--- config.mk ---
export PLATFORM = sky130hd
export DESIGN_NAME = axi_lite_rd_xbar
export DESIGN_NICKNAME = d
export VERILOG_FILES = /design/src/rtl/axi_lite_rd_xbar.sv
export SDC_FILE = /design/constraint.sdc
export NUM_CORES = 1
export LEC_CHECK = 0
export BUFFER_PORTS_ARGS = -buffer_cell sky130_fd_sc_hd__buf_2
export CORE_AREA = 2 2 110 112
export DETAILED_ROUTE_END_ITERATION = 10
export DIE_AREA = 0 0 112 114
export GPL_ROUTABILITY_DRIVEN = 1
export HOLD_SLACK_MARGIN = 0.12
export PLACE_DENSITY_LB_ADDON = 0.3
export SLEW_MARGIN = 20
export SYNTH_ARGS = -nofsm -noshare
export SYNTH_HDL_FRONTEND = slang
export SYNTH_SLANG_ARGS = --single-unit
--- constraint.sdc ---
create_clock -name aclk -period 1.5 [get_ports aclk]
set_clock_uncertainty 0.2 [all_clocks]
set_input_delay 0 -clock aclk [delete_from_list [all_inputs] [get_ports aclk]]
set_output_delay 0 -clock aclk [all_outputs]
set_load 0.01 [all_outputs]
--- src/rtl/axi_lite_rd_xbar.sv ---
// AXI4-Lite read-channel crossbar, N masters x M slaves.
// Base/mask decode, round-robin arbitration per slave, one outstanding read per master, DECERR for unmapped addresses.
//
// Slave-side FSM (one per slave):
//   state  | meaning
//   R_IDLE | no grant; pick a requester round-robin
//   R_ADDR | AR forwarded to the slave for the granted master
//   R_DATA | R routed back from the slave to the granted master
// DECERR responder (one per master):
//   D_IDLE | waiting for an unmapped request
//   D_RESP | returning rresp=DECERR, rdata=0
module axi_lite_rd_xbar #(
   parameter int N_MASTERS  = 2,
   parameter int M_SLAVES   = 2,
   parameter int ADDR_WIDTH = 32,
   parameter int DATA_WIDTH = 32,
   parameter logic [M_SLAVES*ADDR_WIDTH-1:0] SLAVE_BASE = {32'h0000_1000, 32'h0000_0000},
   parameter logic [M_SLAVES*ADDR_WIDTH-1:0] SLAVE_MASK = {2{32'hFFFF_F000}}
) (
   input  logic                             aclk,
   input  logic                             aresetn,
   input  logic [N_MASTERS*ADDR_WIDTH-1:0]  s_araddr,
   input  logic [N_MASTERS-1:0]             s_arvalid,
   output logic [N_MASTERS-1:0]             s_arready,
   output logic [N_MASTERS*DATA_WIDTH-1:0]  s_rdata,
   output logic [N_MASTERS*2-1:0]           s_rresp,
   output logic [N_MASTERS-1:0]             s_rvalid,
   input  logic [N_MASTERS-1:0]             s_rready,
   output logic [M_SLAVES*ADDR_WIDTH-1:0]   m_araddr,
   output logic [M_SLAVES-1:0]              m_arvalid,
   input  logic [M_SLAVES-1:0]              m_arready,
   input  logic [M_SLAVES*DATA_WIDTH-1:0]   m_rdata,
   input  logic [M_SLAVES*2-1:0]            m_rresp,
   input  logic [M_SLAVES-1:0]              m_rvalid,
   output logic [M_SLAVES-1:0]              m_rready
);

   localparam int MW = (N_MASTERS > 1) ? $clog2(N_MASTERS) : 1;
   localparam int SW = (M_SLAVES > 1) ? $clog2(M_SLAVES) : 1;

   typedef enum logic [1:0] {R_IDLE, R_ADDR, R_DATA} r_state_e;
   typedef enum logic {D_IDLE, D_RESP} d_state_e;

   r_state_e         r_state_q [M_SLAVES];
   r_state_e         r_state_d [M_SLAVES];
   logic [MW-1:0]    grant_q   [M_SLAVES];
   logic [MW-1:0]    grant_d   [M_SLAVES];
   logic [MW-1:0]    ptr_q     [M_SLAVES];
   logic [MW-1:0]    ptr_d     [M_SLAVES];
   d_state_e         d_state_q [N_MASTERS];
   d_state_e         d_state_d [N_MASTERS];
   logic [N_MASTERS-1:0] pend_q, pend_d;

   logic             hit [N_MASTERS];
   logic [SW-1:0]    sel [N_MASTERS];
   logic             found;
   logic [MW:0]      sum;
   logic [MW-1:0]    cand;
   logic [MW-1:0]    g;

   // Descending scan so the lowest matching slave index wins on overlap.
   always_comb begin
      for (int i = 0; i < N_MASTERS; i++) begin
         hit[i] = 1'b0;
         sel[i] = '0;
         for (int j = M_SLAVES-1; j >= 0; j--) begin
            if ((s_araddr[i*ADDR_WIDTH +: ADDR_WIDTH] & SLAVE_MASK[j*ADDR_WIDTH +: ADDR_WIDTH])
                == SLAVE_BASE[j*ADDR_WIDTH +: ADDR_WIDTH]) begin
               hit[i] = 1'b1;
               sel[i] = SW'(j);
            end
         end
      end
   end

   always_comb begin
      s_arready = '0;
      s_rdata   = '0;
      s_rresp   = '0;
      s_rvalid  = '0;
      m_araddr  = '0;
      m_arvalid = '0;
      m_rready  = '0;
      pend_d    = pend_q;
      found     = 1'b0;
      sum       = '0;
      cand      = '0;
      g         = '0;
      for (int j = 0; j < M_SLAVES; j++) begin
         r_state_d[j] = r_state_q[j];
         grant_d[j]   = grant_q[j];
         ptr_d[j]     = ptr_q[j];
      end
      for (int i = 0; i < N_MASTERS; i++) d_state_d[i] = d_state_q[i];

      for (int j = 0; j < M_SLAVES; j++) begin
         g = grant_q[j];
         case (r_state_q[j])
            R_IDLE: begin
               found = 1'b0;
               for (int k = 0; k < N_MASTERS; k++) begin
                  sum = {1'b0, ptr_q[j]} + (MW+1)'(k);
                  if (sum >= (MW+1)'(N_MASTERS)) sum = sum - (MW+1)'(N_MASTERS);
                  cand = sum[MW-1:0];
                  if (!found && s_arvalid[cand] && !pend_q[cand] && hit[cand] && sel[cand] == SW'(j)) begin
                     found      = 1'b1;
                     grant_d[j] = cand;
                  end
               end
               if (found) r_state_d[j] = R_ADDR;
            end
            R_ADDR: begin
               m_arvalid[j] = 1'b1;
               m_araddr[j*ADDR_WIDTH +: ADDR_WIDTH] = s_araddr[g*ADDR_WIDTH +: ADDR_WIDTH];
               s_arready[g] = m_arready[j];
               if (m_arready[j]) r_state_d[j] = R_DATA;
            end
            R_DATA: begin
               s_rvalid[g] = m_rvalid[j];
               s_rdata[g*DATA_WIDTH +: DATA_WIDTH] = m_rdata[j*DATA_WIDTH +: DATA_WIDTH];
               s_rresp[g*2 +: 2] = m_rresp[j*2 +: 2];
               m_rready[j] = s_rready[g];
               if (m_rvalid[j] && s_rready[g]) begin
                  r_state_d[j] = R_IDLE;
                  ptr_d[j]     = (g == MW'(N_MASTERS-1)) ? '0 : g + 1'b1;
               end
            end
            default: r_state_d[j] = R_IDLE;
         endcase
      end

      // The combinational accept is gated by reset so every output reads 0 while aresetn is low.
      for (int i = 0; i < N_MASTERS; i++) begin
         case (d_state_q[i])
            D_IDLE: begin
               if (aresetn && s_arvalid[i] && !pend_q[i] && !hit[i]) begin
                  s_arready[i] = 1'b1;
                  d_state_d[i] = D_RESP;
               end
            end
            D_RESP: begin
               s_rvalid[i]       = 1'b1;
               s_rresp[i*2 +: 2] = 2'b11;
               if (s_rready[i]) d_state_d[i] = D_IDLE;
            end
            default: d_state_d[i] = D_IDLE;
         endcase
      end

      for (int i = 0; i < N_MASTERS; i++) begin
         if (s_arvalid[i] && s_arready[i])   pend_d[i] = 1'b1;
         else if (s_rvalid[i] && s_rready[i]) pend_d[i] = 1'b0;
      end
   end

   always_ff @(posedge aclk or negedge aresetn) begin
      if (!aresetn) begin
         pend_q <= '0;
         for (int j = 0; j < M_SLAVES; j++) begin
            r_state_q[j] <= R_IDLE;
            grant_q[j]   <= '0;
            ptr_q[j]     <= '0;
         end
         for (int i = 0; i < N_MASTERS; i++) d_state_q[i] <= D_IDLE;
      end else begin
         pend_q <= pend_d;
         for (int j = 0; j < M_SLAVES; j++) begin
            r_state_q[j] <= r_state_d[j];
            grant_q[j]   <= grant_d[j];
            ptr_q[j]     <= ptr_d[j];
         end
         for (int i = 0; i < N_MASTERS; i++) d_state_q[i] <= d_state_d[i];
      end
   end

endmodule

# Yosys cells after proc, flatten, opt, wreduce, memory -nomap -nowiden
# Cells that the tools add are included.
[totals]
mem_bits_ro = 0
in_bits = 142
ramBits = 0
wordCells = 244
n_memories = 0
out_inout_bits = 140
latch_bits = 0
ff_bits = 12
[op_classes]
n_lt_le_gt_ge = 16
multipliers = 0
add_sub_neg = 12
shifts = 10
n_mux = 120
n_reduce_logical = 52
eq_ne = 12
n_bitwise = 12
div = 0
[ops]
columns = ["operator", "count"]
rows = [
  ["$mux 64", 2],
  ["$shift 32x34->64 const A", 2],
  ["$shiftx 32x34->64", 2],
  ["$shiftx 64x7->32", 2],
  ["$mux 1", 92],
  ["$neg 2->34", 2],
  ["$neg 6->34", 2],
  ["$shift 2x34->4 const A", 2],
  ["$shiftx 2x34->4", 2],
  ["$and 64x64->64", 1],
  ["$bwmux 64", 1],
  ["$logic_not 32->1", 2],
  ["$mux 32", 2],
  ["$eq 20x1->1 const B", 2],
  ["$logic_and 1x1->1", 28],
  ["$mux 2", 12],
  ["$ge 2x2->1 const B", 6],
  ["$lt 1x2->1 const B", 6],
  ["$ne 2x2->1 const B", 6],
  ["$pmux 2 s3", 2],
  ["$logic_not 1->1", 10],
  ["$mux 4", 2],
  ["$not 1->2", 4],
  ["$reduce_and 2->1", 4],
  ["other kinds (17)", 38],
]

# Longest topological paths before layout
[logic_depth]
depth_word = 20
depth_mapped = 6
ltp_nobuf = 5

# Worst setup path after synthesis
# No wires, ideal clock.
[synth_path]
kind = "flip-flop to output port"
startpoint = "register r_state_q[0] in the netlist's numbering"
endpoint = "output port s_rdata[33]"
slack_ns = -0.131
stages_incl_launch_ff = 6
arrival_time_ns = 1.431
path_cell_list = "dfrtp_1 -> and3b_1 -> buf_2 -> nor3b_4 -> buf_2 -> a22o_1"
[synth_between]
elab_chain_len = 2
[synth_lines]
columns = ["element", "line", "rtl"]
rows = [
  ["from (decl)", "44", "r_state_e r_state_q [M_SLAVES];"],
  ["from (signal, indexed assignment)", "168", "r_state_q[j] <= r_state_d[j];"],
  ["$eq 2x2->1", "98", "case (r_state_q[j])"],
  ["$mux 64", "98", ""],
  ["to (decl)", "25", "output logic [N_MASTERS*DATA_WIDTH-1:0] s_rdata,"],
]
# Every way passes these cells.

# Worst setup path in the final report
[layout_path]
startpoint = "register grant_q (netlist bit g)"
endpoint = "output port s_rdata[54]"
[layout_between]
elab_chain_len = 4
elab_cells_between_ends = 5
cone_classes = "add/sub: 1; shift: 2; mux: 2"
[layout_lines]
columns = ["element", "line", "rtl"]
rows = [
  ["from (decl)", "46", "logic [MW-1:0] grant_q [M_SLAVES];"],
  ["from (signal, indexed assignment)", "169", "grant_q[j] <= grant_d[j];"],
  ["$neg 6->34 (*)", "120", "s_rdata[g*DATA_WIDTH +: DATA_WIDTH] = m_rdata[j*DATA_WIDTH +: DATA_WIDTH];"],
  ["$shiftx 32x34->64 or $shift 32x34->64 (tied branches)", "120", ""],
  ["$bwmux 64 (*)", "120", ""],
  ["$mux 64 (*)", "98", ""],
]
# Mark *: on every way between the ends. The rest lies on a longest branch, timed or not.

==> results.cfg <==
[flow_run]
maxCapViolCount = 0

[setup_path]
crit_path_max_fanout = 17
required_ns = 1.30
worstSetupPathType = reg2out
r2r_setup_slack_ns = -0.27
critPathArrivalTime_ns = 1.72
r2r_start = g
start_kind = flop
timing.rr.end = ptr_q[0]
reg2regPathDepth = 7
cp-end-kind = output port

[sta]
period_share = 1.28
max_freq_mhz = 521
worstMarginPinSlew_ns = 0.638
tns_ns = -42.09
hold_slack_ns = 0.0336
setup_ws_ns = -0.418
setup_viol = 144
fin_crit_ns = 1.92
slew_viol_final = 0
relSlewSlack = 0.573
rsz0062_at_grt = true
hold_viol_final = 0

[drt]
wl_um = 14900
dr.first_iter.drc_count = 142
ant_nets = 0
wire_per_inst_um = 17.9
firstDrtPassIters = 4
drc = 0
vias = 4235
avgViaCountPerCell = 5.08

[clock_network]
clk_pin_slew_worst_paths_ns = 0.05
cts-root-buf = clkbuf_16
cts_buffer_depth = 2
clk_latency_ns = 0.24
htreeDepth = 1
cts_tree = done
numCtsBuffers = 3
cts.hold.buffers_added = 18
cts_sinks = 12

[placement]
io_buffer_count = 281
dp.cells = 781
placed_cell_area_mm2 = 0.00444
gp_congestion = 0.850
post-place-ws_ns = -0.242
place_hpwl_um = 10600

[global_route]
grt_max_degree = 22
antenna_found_initial = 0
grt_pass1_vias = 4113
grt_overflow_total = 0
grtUsageTotal = 0.211
grt_pass1_wl_um = 21700

[synth]
yosysSeqAreaShare = 0.119
yosys.area.top_type = mux2i_1
ys_ff_latch = 12
postSynthCellCount = 335
syn_avg_cell_area_um2 = 7.54
yosys.area.top_type_share = 0.273
ys_top_cells_by_area = mux2i_1 27%, a22o_1 22%, dfrtp_1 12%
synth_cell_types = 42
ys_warn_count = 0
synth_common_cells = 69 x mux2i_1, 68 x nor2_1, 64 x a22o_1
synth.most_common_cell = mux2i_1
synth-main-ff-cell = dfrtp_1
synth_nets = 477
syn-cell-area_mm2 = 0.00253
synth_edf_count = 0
synthArstFlopShare = 1.00

[power]
ir_drop_v = 0.000410
power_mw = 2.09
leakagePower_nw = 2.88
powerDensity_mw_per_mm2 = 378

[cells_and_area]
stdcell_count = 834
post-route-util = 0.472
drive_above_1_share = 0.611
area_delta_synth_final_pct = 119
finalNetCount = 830
diodes = 0
fin_area_mm2 = 0.00553

[die]
die_w_um = 112
row_count = 40
io_pins = 282
core_area_mm2 = 0.0117
die_height_um = 114
die_area_mm2 = 0.0128
start_util = 0.216

[worst_hold_path]
hold_class = in2reg
min_from = s_araddr[52]
hold_depth = 5
min_to = grant_q[1]

[run_status]
status = finished with violations
violations = setup timing
-- critical path: stages (launching register included) --
cell and delay [ns]:
dfrtp_2 0.45, and3b_2 0.25, nor3b_4 0.24, buf_6 0.21, a22o_1 0.18, buf_2 0.14
-- final cells by class --
cell class | instances | area, um^2
inverter | 14 | 55.1
multi-input combinational | 275 | 2210
clock buffer | 4 | 88.8
fill | 1150 | 6180
sequential | 12 | 303
timing repair buffer | 382 | 2690
tap | 147 | 184
-- kinds of logic (layout without fill, tap and decap cells) --
family | Yosys count | in the layout | share of synthesized area
buffers and inverters | 48 | 400 | 0.0822
flip-flops | 12 | 12 | 0.119
AO/OA/AOI/OAI | 93 | 93 | 0.307
AND/OR/NAND/NOR | 113 | 113 | 0.218
multiplexers | 69 | 69 | 0.273
-- cells in the final DEF (no fill, tap or decap), types with 2 or more instances in the layout --
cell type and instances:
buf_6 25, dlygate4sd3_1 18, nor4_1 7, buf_12 10, or2_2 2, nor3_1 4, inv_1 13, buf_16 10
dfrtp_1 10, or3_1 2, a221o_1 4, nor2_1 44, mux2i_1 64, mux2i_2 4, a21o_1 2, o21ai_0 5
o41ai_2 2, clkbuf_16 4, nand2b_4 3, dfrtp_2 2, o41ai_1 2, buf_2 267, o21ai_1 2, nand2_1 8
or4_1 3, nor2_4 2, nor3b_4 2, buf_4 50, a22o_1 64, nor2_2 23, a21oi_1 2
-- flip-flops by register name, summed over array words and instances (netlist names) --
name / count
ptr_q: 2
grant_q: 1
d_state_q: 2
g: 1
pend_q: 2
r_state_q: 4
-- worst max-delay path by stage --
| stage | startpoint | cells after the start | to | slack, ns |
|---|---|---|---|---|
| 4_1_cts | r_state_q[0] | 6 | s_rresp[2] | -0.42 |
| 6_report | g | 5 | s_rdata[54] | -0.42 |
| 2_1_floorplan | r_state_q[1] | 5 | pend_q[0] | -0.08 |
| 3_5_place_dp | s_araddr[50] | 5 | g | -0.24 |
| 5_1_grt | g | 5 | s_rdata[56] | -0.48 |
| 3_3_place_gp | s_araddr[30] | 5 | grant_q[1] | -0.21 |
-- per-layer routing --
metal  part of all wire  global-route usage  up-vias
li1                   -                   -     1972
met1               0.36               0.226     2004
met2               0.55               0.439      236
met3              0.072              0.0282       23
met4              0.020              0.0382        0
met5                  0                   0        -
-- what timing repair did --
action,in CTS,in global routing
gates resized for setup,62,39
pin swaps,4,9
setup buffers,18,5
setup endpoints to repair,144,147
endpoints found under the hold margin,29,3
cloned,11,1
-- where the power goes --
| part | total, mW | internal (mW) | switching, mW | leakage [nW] |
|---|---|---|---|---|
| sequential | 0.416 | 0.371 | 0.0447 | 0.147 |
| clock | 0.550 | 0.403 | 0.147 | 0.0442 |
| combinational | 1.12 | 0.585 | 0.539 | 2.69 |
Note: power is estimated with default switching activity, not from simulation.
